[config.mk]
export PLATFORM = sky130hd
export DESIGN_NAME = ysyx_22040088_ifu_fq
export DESIGN_NICKNAME = d
export VERILOG_FILES = /design/src/rtl/ysyx_22040088_pkg.sv /design/src/rtl/ysyx_22040088_sync_fifo.sv /design/src/rtl/ysyx_22040088_ifu_fq.sv
export SDC_FILE = /design/constraint.sdc
export NUM_CORES = 1
export LEC_CHECK = 0
export ABC_AREA = 0
export BUFFER_PORTS_ARGS = -buffer_cell sky130_fd_sc_hd__buf_2
export CORE_MARGIN = 2
export CORE_UTILIZATION = 57
export DETAILED_ROUTE_END_ITERATION = 7
export PLACE_DENSITY_LB_ADDON = 0.1
export SLEW_MARGIN = 20
export SYNTH_ARGS = -nofsm -noshare
export SYNTH_HDL_FRONTEND = slang
export SYNTH_SLANG_ARGS = --single-unit
[constraint.sdc]
create_clock -name clk -period 9.6 [get_ports clk]
set_input_delay 1.92 -clock clk [delete_from_list [all_inputs] [get_ports clk]]
set_output_delay 1.92 -clock clk [all_outputs]
set_load 0.02 [all_outputs]
[src/rtl/ysyx_22040088_pkg.sv]
// Shared definitions for the instruction fetch unit.
//  OPC_JAL      : RV opcode of JAL
//  RESET_PC_DEF : default first fetch address after reset
//  jal_imm()    : J-type immediate decode. It takes inst[31:12], because the
//                 immediate lives entirely in those bits.
package ysyx_22040088_pkg;

  localparam logic [6:0]  OPC_JAL      = 7'b1101111;
  localparam logic [63:0] RESET_PC_DEF = 64'h0000_0000_8000_0000;

  // hi = inst[31:12]: hi[19]=inst[31], hi[18:9]=inst[30:21], hi[8]=inst[20],
  // hi[7:0]=inst[19:12].
  function automatic logic signed [20:0] jal_imm(input logic [19:0] hi);
    return {hi[19], hi[7:0], hi[8], hi[18:9], 1'b0};
  endfunction

endpackage

[src/rtl/ysyx_22040088_sync_fifo.sv]
// Synchronous FIFO with flush and an occupancy count.
//  clk, rst     : clock, synchronous active-high reset (pointers/count only)
//  i_flush      : empties the FIFO; a same-cycle push is discarded
//  i_push       : write i_push_data (caller never pushes into a full FIFO
//                 unless it pops in the same cycle)
//  i_pop        : advance head (caller never pops an empty FIFO)
//  o_pop_data   : current head, read combinationally
//  o_count      : occupancy, 0..DEPTH
// DEPTH must be a power of 2, so the pointers wrap on their own. The count is
// the only source of full/empty information.
module ysyx_22040088_sync_fifo #(
  parameter int WIDTH = 8,
  parameter int DEPTH = 4,
  localparam int AW = $clog2(DEPTH),
  localparam int CW = AW + 1
) (
  input  logic             clk,
  input  logic             rst,
  input  logic             i_flush,
  input  logic             i_push,
  input  logic [WIDTH-1:0] i_push_data,
  input  logic             i_pop,
  output logic [WIDTH-1:0] o_pop_data,
  output logic [CW-1:0]    o_count
);

  logic [WIDTH-1:0] r_mem [DEPTH];
  logic [AW-1:0]    r_wr_ptr;
  logic [AW-1:0]    r_rd_ptr;
  logic [CW-1:0]    r_count;

  always_ff @(posedge clk) begin
    if (rst || i_flush) begin
      r_wr_ptr <= '0;
      r_rd_ptr <= '0;
      r_count  <= '0;
    end else begin
      if (i_push) r_wr_ptr <= r_wr_ptr + AW'(1);
      if (i_pop)  r_rd_ptr <= r_rd_ptr + AW'(1);
      r_count <= r_count + CW'(i_push) - CW'(i_pop);
    end
  end

  always_ff @(posedge clk) begin
    if (i_push && !i_flush) r_mem[r_wr_ptr] <= i_push_data;
  end

  assign o_pop_data = r_mem[r_rd_ptr];
  assign o_count    = r_count;

endmodule

[src/rtl/ysyx_22040088_ifu_fq.sv]
// Instruction fetch unit with a decoupling fetch queue.
// Issues in-order pipelined ICache requests, tags each response with its PC
// through a PC-tag FIFO, predecodes JAL and feeds decode via valid/ready.
//  clk, rst                     : clock, synchronous active-high reset
//  redirect_valid, redirect_pc  : backend redirect; flushes the queue
//  ic_req, ic_addr              : ICache request (ic_addr = fetch PC)
//  ic_addr_ok                   : request accepted this cycle
//  ic_data_ok, ic_rdata         : one in-order response this cycle
//  out_valid/out_ready          : fetch-queue head handshake to decode
//  out_pc, out_inst, out_jal    : head PC, instruction, predecoded-JAL flag
//  fq_count                     : fetch-queue occupancy
module ysyx_22040088_ifu_fq
  import ysyx_22040088_pkg::*;
#(
  parameter int              XLEN          = 64,
  parameter logic [XLEN-1:0] RESET_PC      = XLEN'(RESET_PC_DEF),
  parameter int              FQ_DEPTH      = 4,
  parameter bit              JAL_PREDECODE = 1'b1,
  localparam int CW = $clog2(FQ_DEPTH) + 1
) (
  input  logic            clk,
  input  logic            rst,
  input  logic            redirect_valid,
  input  logic [XLEN-1:0] redirect_pc,
  output logic            ic_req,
  output logic [XLEN-1:0] ic_addr,
  input  logic            ic_addr_ok,
  input  logic            ic_data_ok,
  input  logic [31:0]     ic_rdata,
  output logic            out_valid,
  input  logic            out_ready,
  output logic [XLEN-1:0] out_pc,
  output logic [31:0]     out_inst,
  output logic            out_jal,
  output logic [CW-1:0]   fq_count
);

  localparam int FQW = XLEN + 33;

  logic [XLEN-1:0] r_fetch_pc;
  logic [CW-1:0]   r_kill_cnt;

  logic [CW-1:0]   w_outstanding;
  logic [CW-1:0]   w_fq_count;
  logic [CW:0]     w_credit_used;
  logic [XLEN-1:0] w_tag_pc;
  logic [FQW-1:0]  w_fq_head;
  logic            w_resp;
  logic            w_is_jal;
  logic            w_keep;
  logic            w_jal_redir;
  logic            w_issue;
  logic            w_fq_pop;
  logic [CW-1:0]   w_out_after_resp;
  logic [20:0]     w_jal_imm;
  logic [XLEN-1:0] w_jal_target;

  // Outstanding requests are exactly the PC-tag FIFO occupancy.
  assign w_resp   = ic_data_ok && (w_outstanding != '0);
  assign w_is_jal = JAL_PREDECODE && (ic_rdata[6:0] == OPC_JAL);
  assign w_keep   = w_resp && (r_kill_cnt == '0) && !redirect_valid;
  assign w_jal_redir = w_keep && w_is_jal;

  // Killed requests still hold credit until their response returns, so a
  // response always finds room in the fetch queue.
  assign w_credit_used = {1'b0, w_fq_count} + {1'b0, w_outstanding};
  assign ic_req  = !rst && !redirect_valid && !w_jal_redir &&
                   (w_credit_used < (CW + 1)'(FQ_DEPTH));
  assign ic_addr = r_fetch_pc;
  assign w_issue = ic_req && ic_addr_ok;

  assign w_out_after_resp = w_outstanding - CW'(w_resp);
  assign w_jal_imm    = jal_imm(ic_rdata[31:12]);
  assign w_jal_target = w_tag_pc + {{(XLEN - 21){w_jal_imm[20]}}, w_jal_imm};

  // A redirect outranks the pop so the flushed head is never handed to decode.
  assign w_fq_pop = out_valid && out_ready && !redirect_valid;

  always_ff @(posedge clk) begin
    if (rst) begin
      r_fetch_pc <= RESET_PC;
      r_kill_cnt <= '0;
    end else if (redirect_valid) begin
      r_fetch_pc <= redirect_pc;
      r_kill_cnt <= w_out_after_resp;
    end else if (w_jal_redir) begin
      // Every request still in flight is a younger sequential fetch.
      r_fetch_pc <= w_jal_target;
      r_kill_cnt <= w_out_after_resp;
    end else begin
      if (w_issue) r_fetch_pc <= r_fetch_pc + XLEN'(4);
      if (w_resp && (r_kill_cnt != '0)) r_kill_cnt <= r_kill_cnt - CW'(1);
    end
  end

  always_ff @(posedge clk) begin
    if (!rst) begin
      assert (!(ic_data_ok && (w_outstanding == '0)));
      assert (r_kill_cnt <= w_outstanding);
    end
  end

  ysyx_22040088_sync_fifo #(
    .WIDTH (XLEN),
    .DEPTH (FQ_DEPTH)
  ) u_tag_fifo (
    .clk         (clk),
    .rst         (rst),
    .i_flush     (1'b0),
    .i_push      (w_issue),
    .i_push_data (r_fetch_pc),
    .i_pop       (w_resp),
    .o_pop_data  (w_tag_pc),
    .o_count     (w_outstanding)
  );

  ysyx_22040088_sync_fifo #(
    .WIDTH (FQW),
    .DEPTH (FQ_DEPTH)
  ) u_fetch_queue (
    .clk         (clk),
    .rst         (rst),
    .i_flush     (redirect_valid),
    .i_push      (w_keep),
    .i_push_data ({w_tag_pc, ic_rdata, w_is_jal}),
    .i_pop       (w_fq_pop),
    .o_pop_data  (w_fq_head),
    .o_count     (w_fq_count)
  );

  assign fq_count  = w_fq_count;
  assign out_valid = (w_fq_count != '0);
  assign out_pc    = w_fq_head[FQW-1:33];
  assign out_inst  = w_fq_head[32:1];
  assign out_jal   = out_valid && w_fq_head[0];

endmodule
==> results of run 1 <==
report_power, final:
group	internal (mW)	leakage (nW)	switching (mW)
combinational	0.785	4.87	1.32
sequential	3.69	6.54	0.141
clock	1.66	1.15	1.18
worst max-delay path: stages:
cell and delay [ns]:
buf_2 0.13, nand4b_1 0.24, nor2_1 0.71, nand2_2 0.58, and2_1 0.35, buf_2 0.17
worst paths after layout:
kind                                               end  slack, ns  cells past startpoint
worst min register to register  u_tag_fifo.r_wr_ptr[1]       0.50                      2
worst min-delay path            u_tag_fifo.r_wr_ptr[1]       0.50                      2
worst max-delay path                            ic_req       3.58                      6
worst max register to register             ic_addr[62]       4.39                     12
final cells by class:
| type | count | area [sq um] |
|---|---|---|
| Sequential cell | 729 | 21100 |
| Inverter | 50 | 188 |
| Multi-Input combinational cell | 1233 | 10700 |
| Fill cell | 4074 | 19500 |
| Tap cell | 756 | 946 |
| Clock buffer | 99 | 1970 |
| Timing Repair Buffer | 287 | 1490 |
| Clock inverter | 35 | 404 |
placed cells by master, fill, tap and decap left out, types with 5 or more instances in the layout:
master	n
and3_1	15
mux4_2	161
o221ai_1	9
inv_1	48
and2_2	5
a211oi_1	30
dfxtp_1	81
xor2_1	47
a21oi_1	139
xnor2_1	57
a22oi_1	18
clkinv_2	9
a31oi_1	15
nor3_1	47
nand2b_1	8
clkbuf_16	75
nor2_1	119
nand4_1	38
o22ai_1	13
o211ai_1	14
a221oi_1	14
clkbuf_1	24
buf_2	267
nand3_1	27
a21o_1	25
mux2i_1	5
edfxtp_1	644
o21ai_0	56
and4_1	14
o21a_1	11
o21bai_1	24
buf_4	20
and2_1	9
ha_1	81
bufinv_16	8
nor2b_1	8
or3_1	13
nand2_1	124
clkinv_1	14
kinds of logic (layout without fill, tap and decap cells):
logic type,count (synthesis),after routing,share of synthesized area (%)
compound gates,423,423,8.65
fa+ha+maj,84,84,3.32
xor+xnor,104,104,2.82
simple gates,455,455,6.90
flops,729,729,65.1
mux,167,167,11.4
buf+inv,150,471,1.86
flip-flops by register name (all words and copies together), names as in the netlist, named ones only:
| register | count |
|---|---|
| u_fetch_queue.r_wr_ptr | 2 |
| u_tag_fifo.r_wr_ptr | 2 |
| u_fetch_queue.r_mem | 388 |
| r_kill_cnt | 3 |
| u_tag_fifo.o_count | 3 |
| u_fetch_queue.o_count | 3 |
| u_fetch_queue.r_rd_ptr | 2 |
| u_tag_fifo.r_mem | 256 |
| ic_addr | 64 |
| u_tag_fifo.r_rd_ptr | 2 |
metal layers:
metal	vias up	GRT usage [%]	share of wire [%]
met2	822	43.2	46
li1	8953	-	-
met3	127	5.58	8.4
met1	10200	41.1	43
met4	0	8.88	2.7
met5	-	0	0
==> flow_metrics.tcl, run 1 <==
set metrics [dict create \
    cts_resized 0 \
    io_pins 268 \
    syn2layout_area_growth_pct 13.7 \
    max-vdd-ir-drop_uv 190 \
    setup.worst_path.start "ic_rdata[4]" \
    syn_inst 2112 \
    finalClockSkew_ns 0.0165 \
    root_buffer "clkbuf_16" \
    crit_type "in2out" \
    ys_warn_count 0 \
    fin_ws_ns 3.58 \
    yosys.cell_count.top_type "edfxtp_1" \
    ant_nets 0 \
    placed_area_sq_um 34400 \
    fin_nets 2561 \
    portBuffers 267 \
    diodes 0 \
    status "finished clean" \
    arrival_ns 4.10 \
    yosys-top-cells-count "644 x edfxtp_1, 161 x mux4_2, 139 x a21oi_1" \
    tightestPinTransition_ns 1.05 \
    worstSkewPairLatency_ns 0.62 \
    grt_pass1_wl_um 123000 \
    post-place-ws_ns 3.48 \
    whs_ns 0.505 \
    die_x_um 242 \
    placed_cells 3055 \
    synth_nets 2298 \
    grt_antenna_before_repair 1 \
    vias_per_cell 6.29 \
    clk_pin_slew_ns 0.06 \
    start_kind "primary input" \
    grt.overflow.total 0 \
    synthTopCellsByArea "edfxtp_1 60%, mux4_2 11%, dfxtp_1 5.3%" \
    cts_buffers 74 \
    final-setup-viol-count 0 \
    max_cap_violations 0 \
    final.setup.tns_ns 0 \
    yosys.area.top_type "edfxtp_1" \
    place_congestion 0.926 \
    initialDrtViolationCount 2094 \
    drc 0 \
    layout-drive-gt1-share_pct 24.0 \
    synth_edf_count 644 \
    synth.distinct_cells 85 \
    slew_headroom_pct 29.9 \
    wl_per_cell_um 25.6 \
    total_power_mw 8.77 \
    synthFlopType "edfxtp_1" \
    avgSynthCellArea_sq_um 15.3 \
    htreeDepth 3 \
    dp_hpwl_um 55200 \
    min_period_over_period_pct 62.7 \
    final_area_sq_um 36800 \
    grt_pass1_vias 19800 \
    cp_max_fo 25 \
    grt_max_degree 67 \
    cts_tree "done" \
    clock-sinks 729 \
    fin_cells 3189 \
    p_leak_nw 12.6 \
    wirelength_um 81800 \
    min_from "u_tag_fifo.r_wr_ptr[1]" \
    finalMaxSlewViolations 0 \
    netlist_area_sq_um 32300 \
    dieArea_sq_um 58700 \
    grtUsageTotal_pct 28.1 \
    powerDensity_nw_per_um2 239 \
    finalCriticalPeriod_ns 6.02 \
    vias 20100 \
    async_flop_share_pct 0 \
    ys_seq_elements 729 \
    synth.yosys.seq_area_share_pct 65.1 \
    finalHoldViolCount 0 \
    rsz0062_at_grt "no" \
    rows 87 \
    fmax_mhz 166 \
    drtPass1Iterations 8 \
    hold_buffers 0 \
    die_h_um 242 \
    required_ns 7.68 \
    hp-class "reg2reg" \
    clockBufferDepth 3 \
    final_util_pct 65.3 \
    post_cts_buffers 0 \
    start_util_pct 57.5 \
    synth.top_cell.area_share_pct 59.8 \
    cp-end-kind "output port" \
    core_area_sq_um 56300 \
]
(Power assumes the default switching activity.)
==> run 2, diff against run 1 <==
--- a/config.mk
+++ b/config.mk
@@ -5,7 +5,7 @@
 export SDC_FILE = /design/constraint.sdc
 export NUM_CORES = 1
 export LEC_CHECK = 0
-export ABC_AREA = 0
+export ABC_AREA = 1
 export BUFFER_PORTS_ARGS = -buffer_cell sky130_fd_sc_hd__buf_2
 export CORE_MARGIN = 2
 export CORE_UTILIZATION = 57
==> constraint.sdc (replaced) <==
create_clock -name clk -period 6.25 [get_ports clk]
set_input_delay 1.25 -clock clk [delete_from_list [all_inputs] [get_ports clk]]
set_output_delay 1.25 -clock clk [all_outputs]
set_load 0.02 [all_outputs]
==> run 2 against run 1 <==
Compared with the run above:
- worst setup slack worse by 2.1 ns
- count of clock-buffer cells in the layout decreased by 5
- register-to-register slack worse by 2.9 ns
- utilization shrank 0.70 points
- non-clock buffer count up 10
==> flow_metrics.tcl, run 2 <==
set metrics [dict create \
    crit_path_cell_trace "buf_4, o21ai_0, o22ai_1, ha_1, nand2_1, nor2_1, inv_1, nor2_1, nand2_1, nor3_1, nand2_1, nand3_1, nand2_1, nand3_1, nand2_1, nand2_1, a21oi_1" \
    p_leak_nw 16.6 \
    synth_edf_count 644 \
    hp-class "reg2reg" \
    synthTopCellsByArea "edfxtp_1 54%, nand2_1 9.5%, o21ai_0 6.2%" \
    ant_nets 0 \
    required_ns 6.72 \
    wirelength_um 106000 \
    finalCriticalPeriod_ns 4.79 \
    r2r_end "ic_addr[55]" \
    cp-end-kind "flip-flop" \
    grt_pass1_wl_um 156000 \
    finalMaxSlewViolations 0 \
    fin_nets 4359 \
    fmax_mhz 209 \
    io_pins 268 \
    post_cts_buffers 0 \
    arrival_ns 5.26 \
    total_power_mw 14.0 \
    finalHoldViolCount 0 \
    ys_seq_elements 729 \
    yosys-top-cells-count "909 x nand2_1, 644 x edfxtp_1, 538 x nor2_1" \
    crit_type "reg2reg" \
    initialDrtViolationCount 3700 \
    crit_top_cell "nand2_1" \
    syn2layout_area_growth_pct 12.8 \
    final-setup-viol-count 0 \
    netlist_area_sq_um 35900 \
    root_buffer "clkbuf_16" \
    cts_tree "done" \
    cts_buffers 74 \
    rsz0062_at_grt "no" \
    p_int_mw 9.30 \
    drc 0 \
    placed_cells 4943 \
    crit_end "ic_addr[55]" \
    multi_input_area_sq_um 12600 \
    cts_resized 0 \
    rows 92 \
    synth_nets 4138 \
    async_flop_share_pct 0 \
    synth.top_cell.area_share_pct 53.8 \
    die_x_um 255 \
    slew_headroom_pct 25.1 \
    max-vdd-ir-drop_uv 184 \
    crit_buf_inv 2 \
    status "finished clean" \
    grt_max_degree 119 \
    tightestPinTransition_ns 1.12 \
    regToRegSetupSlack_ns 1.46 \
    mostFrequentLayoutCells "909 x nand2_1, 644 x edfxtp_1, 530 x nor2_1" \
    final_common_cell "nand2_1" \
    start_util_pct 57.3 \
    min_period_over_period_pct 76.6 \
    crit_cells 17 \
    hold_depth 2 \
    seq_area_sq_um 21100 \
    htreeDepth 3 \
    powerDensity_nw_per_um2 345 \
    rr_worst_depth 17 \
    synthXorXnorAreaFrac_pct 1.17 \
    dieArea_sq_um 65100 \
    grt_antenna_before_repair 4 \
    regMostFlops "u_fetch_queue.r_mem" \
    syn_inst 3952 \
    synth-simple-area-share_pct 19.1 \
    combPwrFrac_pct 26.3 \
    finalClockSkew_ns 0.0211 \
    synthAdderAreaFrac_pct 2.99 \
    avgSynthCellArea_sq_um 9.10 \
    core_area_sq_um 62700 \
    p_seq_share_pct 42.0 \
    grtUsageTotal_pct 32.2 \
    synthFlopType "edfxtp_1" \
    layout-drive-gt1-share_pct 11.1 \
    portBuffers 267 \
    clock-sinks 729 \
    clk_pin_slew_ns 0.06 \
    max_cap_violations 0 \
    place_congestion 1.07 \
    start_kind "flip-flop" \
    grt.overflow.total 0 \
    ys_warn_count 0 \
    vias 29100 \
    switching_power_mw 4.71 \
    wl_per_cell_um 20.9 \
    grt_pass1_vias 26000 \
    synth.distinct_cells 43 \
    cp_max_fo 67 \
    synth_top_family_by_area "simple AND/OR/NAND/NOR gates" \
    hold_buffers 0 \
    die_h_um 255 \
    yosys.cell_count.top_type "nand2_1" \
    worstSkewPairLatency_ns 0.63 \
    drtPass1Iterations 6 \
    dp_hpwl_um 73200 \
    vias_per_cell 5.73 \
    cp_slowest_stage_delay_ns 0.82 \
    synth.yosys.seq_area_share_pct 58.5 \
    synth.area.mux_share_pct 0 \
    pwr-share-clk_pct 31.7 \
    p_sw_share_pct 33.6 \
    critical-path-top-delay-family "simple AND/OR/NAND/NOR gates" \
    clockBufferDepth 3 \
    fin_cells 5078 \
    largest_reg_flops 388 \
    fillers 5249 \
    yosys.area.top_type "edfxtp_1" \
    synth_compound_area_share_pct 11.7 \
    crit_slowest_cell "dfxtp_4" \
]
run 2: power by group through the flow:
stage                     Combinational [mW]  Clock, mW  Sequential, mW
after CTS                               3.61       4.49            5.87
after global placement                  3.55          0            5.97
after global routing                    4.06       4.67            5.90
after floorplan                         2.38          0            5.93
after detailed placement                3.59          0            5.98
final                                   3.69       4.44            5.88
run 2: logic make-up after synthesis:
| kind of cell | Yosys count |
|---|---|
| simple gates | 1695 |
| compound gates | 781 |
| flops | 729 |
| buf+inv | 615 |
| xor+xnor | 48 |
| fa+ha+maj | 84 |
run 2: cell type report:
| cell class | count | area share (%) |
|---|---|---|
| sequential | 729 | 51.9 |
| multi-input combinational | 2608 | 31.1 |
| clock buffer | 94 | 5.05 |
| inverter | 463 | 4.30 |
| timing repair buffer | 297 | 4.04 |
| tap | 846 | 2.61 |
| clock inverter | 40 | 1.02 |
| antenna | 1 | 0.00617 |
run 2: worst reg2reg max path: stages (launching register included):
cell	delay, ns
dfxtp_4	0.82
buf_4	0.68
o21ai_0	0.24
o22ai_1	0.71
ha_1	0.38
nand2_1	0.11
nor2_1	0.16
inv_1	0.08
nor2_1	0.23
nand2_1	0.19
nor3_1	0.28
nand2_1	0.21
nand3_1	0.12
nand2_1	0.05
nand3_1	0.15
nand2_1	0.10
nand2_1	0.08
a21oi_1	0.07
run 2: metal layers:
metal	part of all wire (%)	track usage (%)	up-vias	wire, um
li1	-	-	13800	-
met1	43	48.6	13900	46100
met2	44	48.2	1323	46500
met3	9.6	4.83	170	10200
met4	2.9	10.5	0	3120
met5	0	0	-	0
run 2: how the worst min path moves through the flow:
stage                               from             to
2_1_floorplan  u_fetch_queue.r_rd_ptr[1]      flip-flop
3_3_place_gp      u_tag_fifo.r_rd_ptr[1]      flip-flop
3_5_place_dp      u_tag_fifo.r_rd_ptr[1]      flip-flop
4_1_cts           u_tag_fifo.r_rd_ptr[1]      flip-flop
5_1_grt           u_tag_fifo.r_rd_ptr[1]      flip-flop
6_report                   r_kill_cnt[1]  r_kill_cnt[1]
run 2: per-stage QoR:
stage | utilization, % | setup WS (ns) | hold WS (ns) | cell area (sq um) | TNS (ns)
floorplan | - | -0.135 | 0.436 | 35900 | -52.27
global route | 64.6 | 1.29 | 0.494 | 40600 | 0
global placement | 60.7 | 1.68 | 0.447 | 38100 | 0
detailed placement | 60.7 | 1.70 | 0.451 | 38100 | 0
CTS | 64.6 | 1.64 | 0.459 | 40500 | 0
finish | 64.6 | 1.46 | 0.462 | 40600 | 0
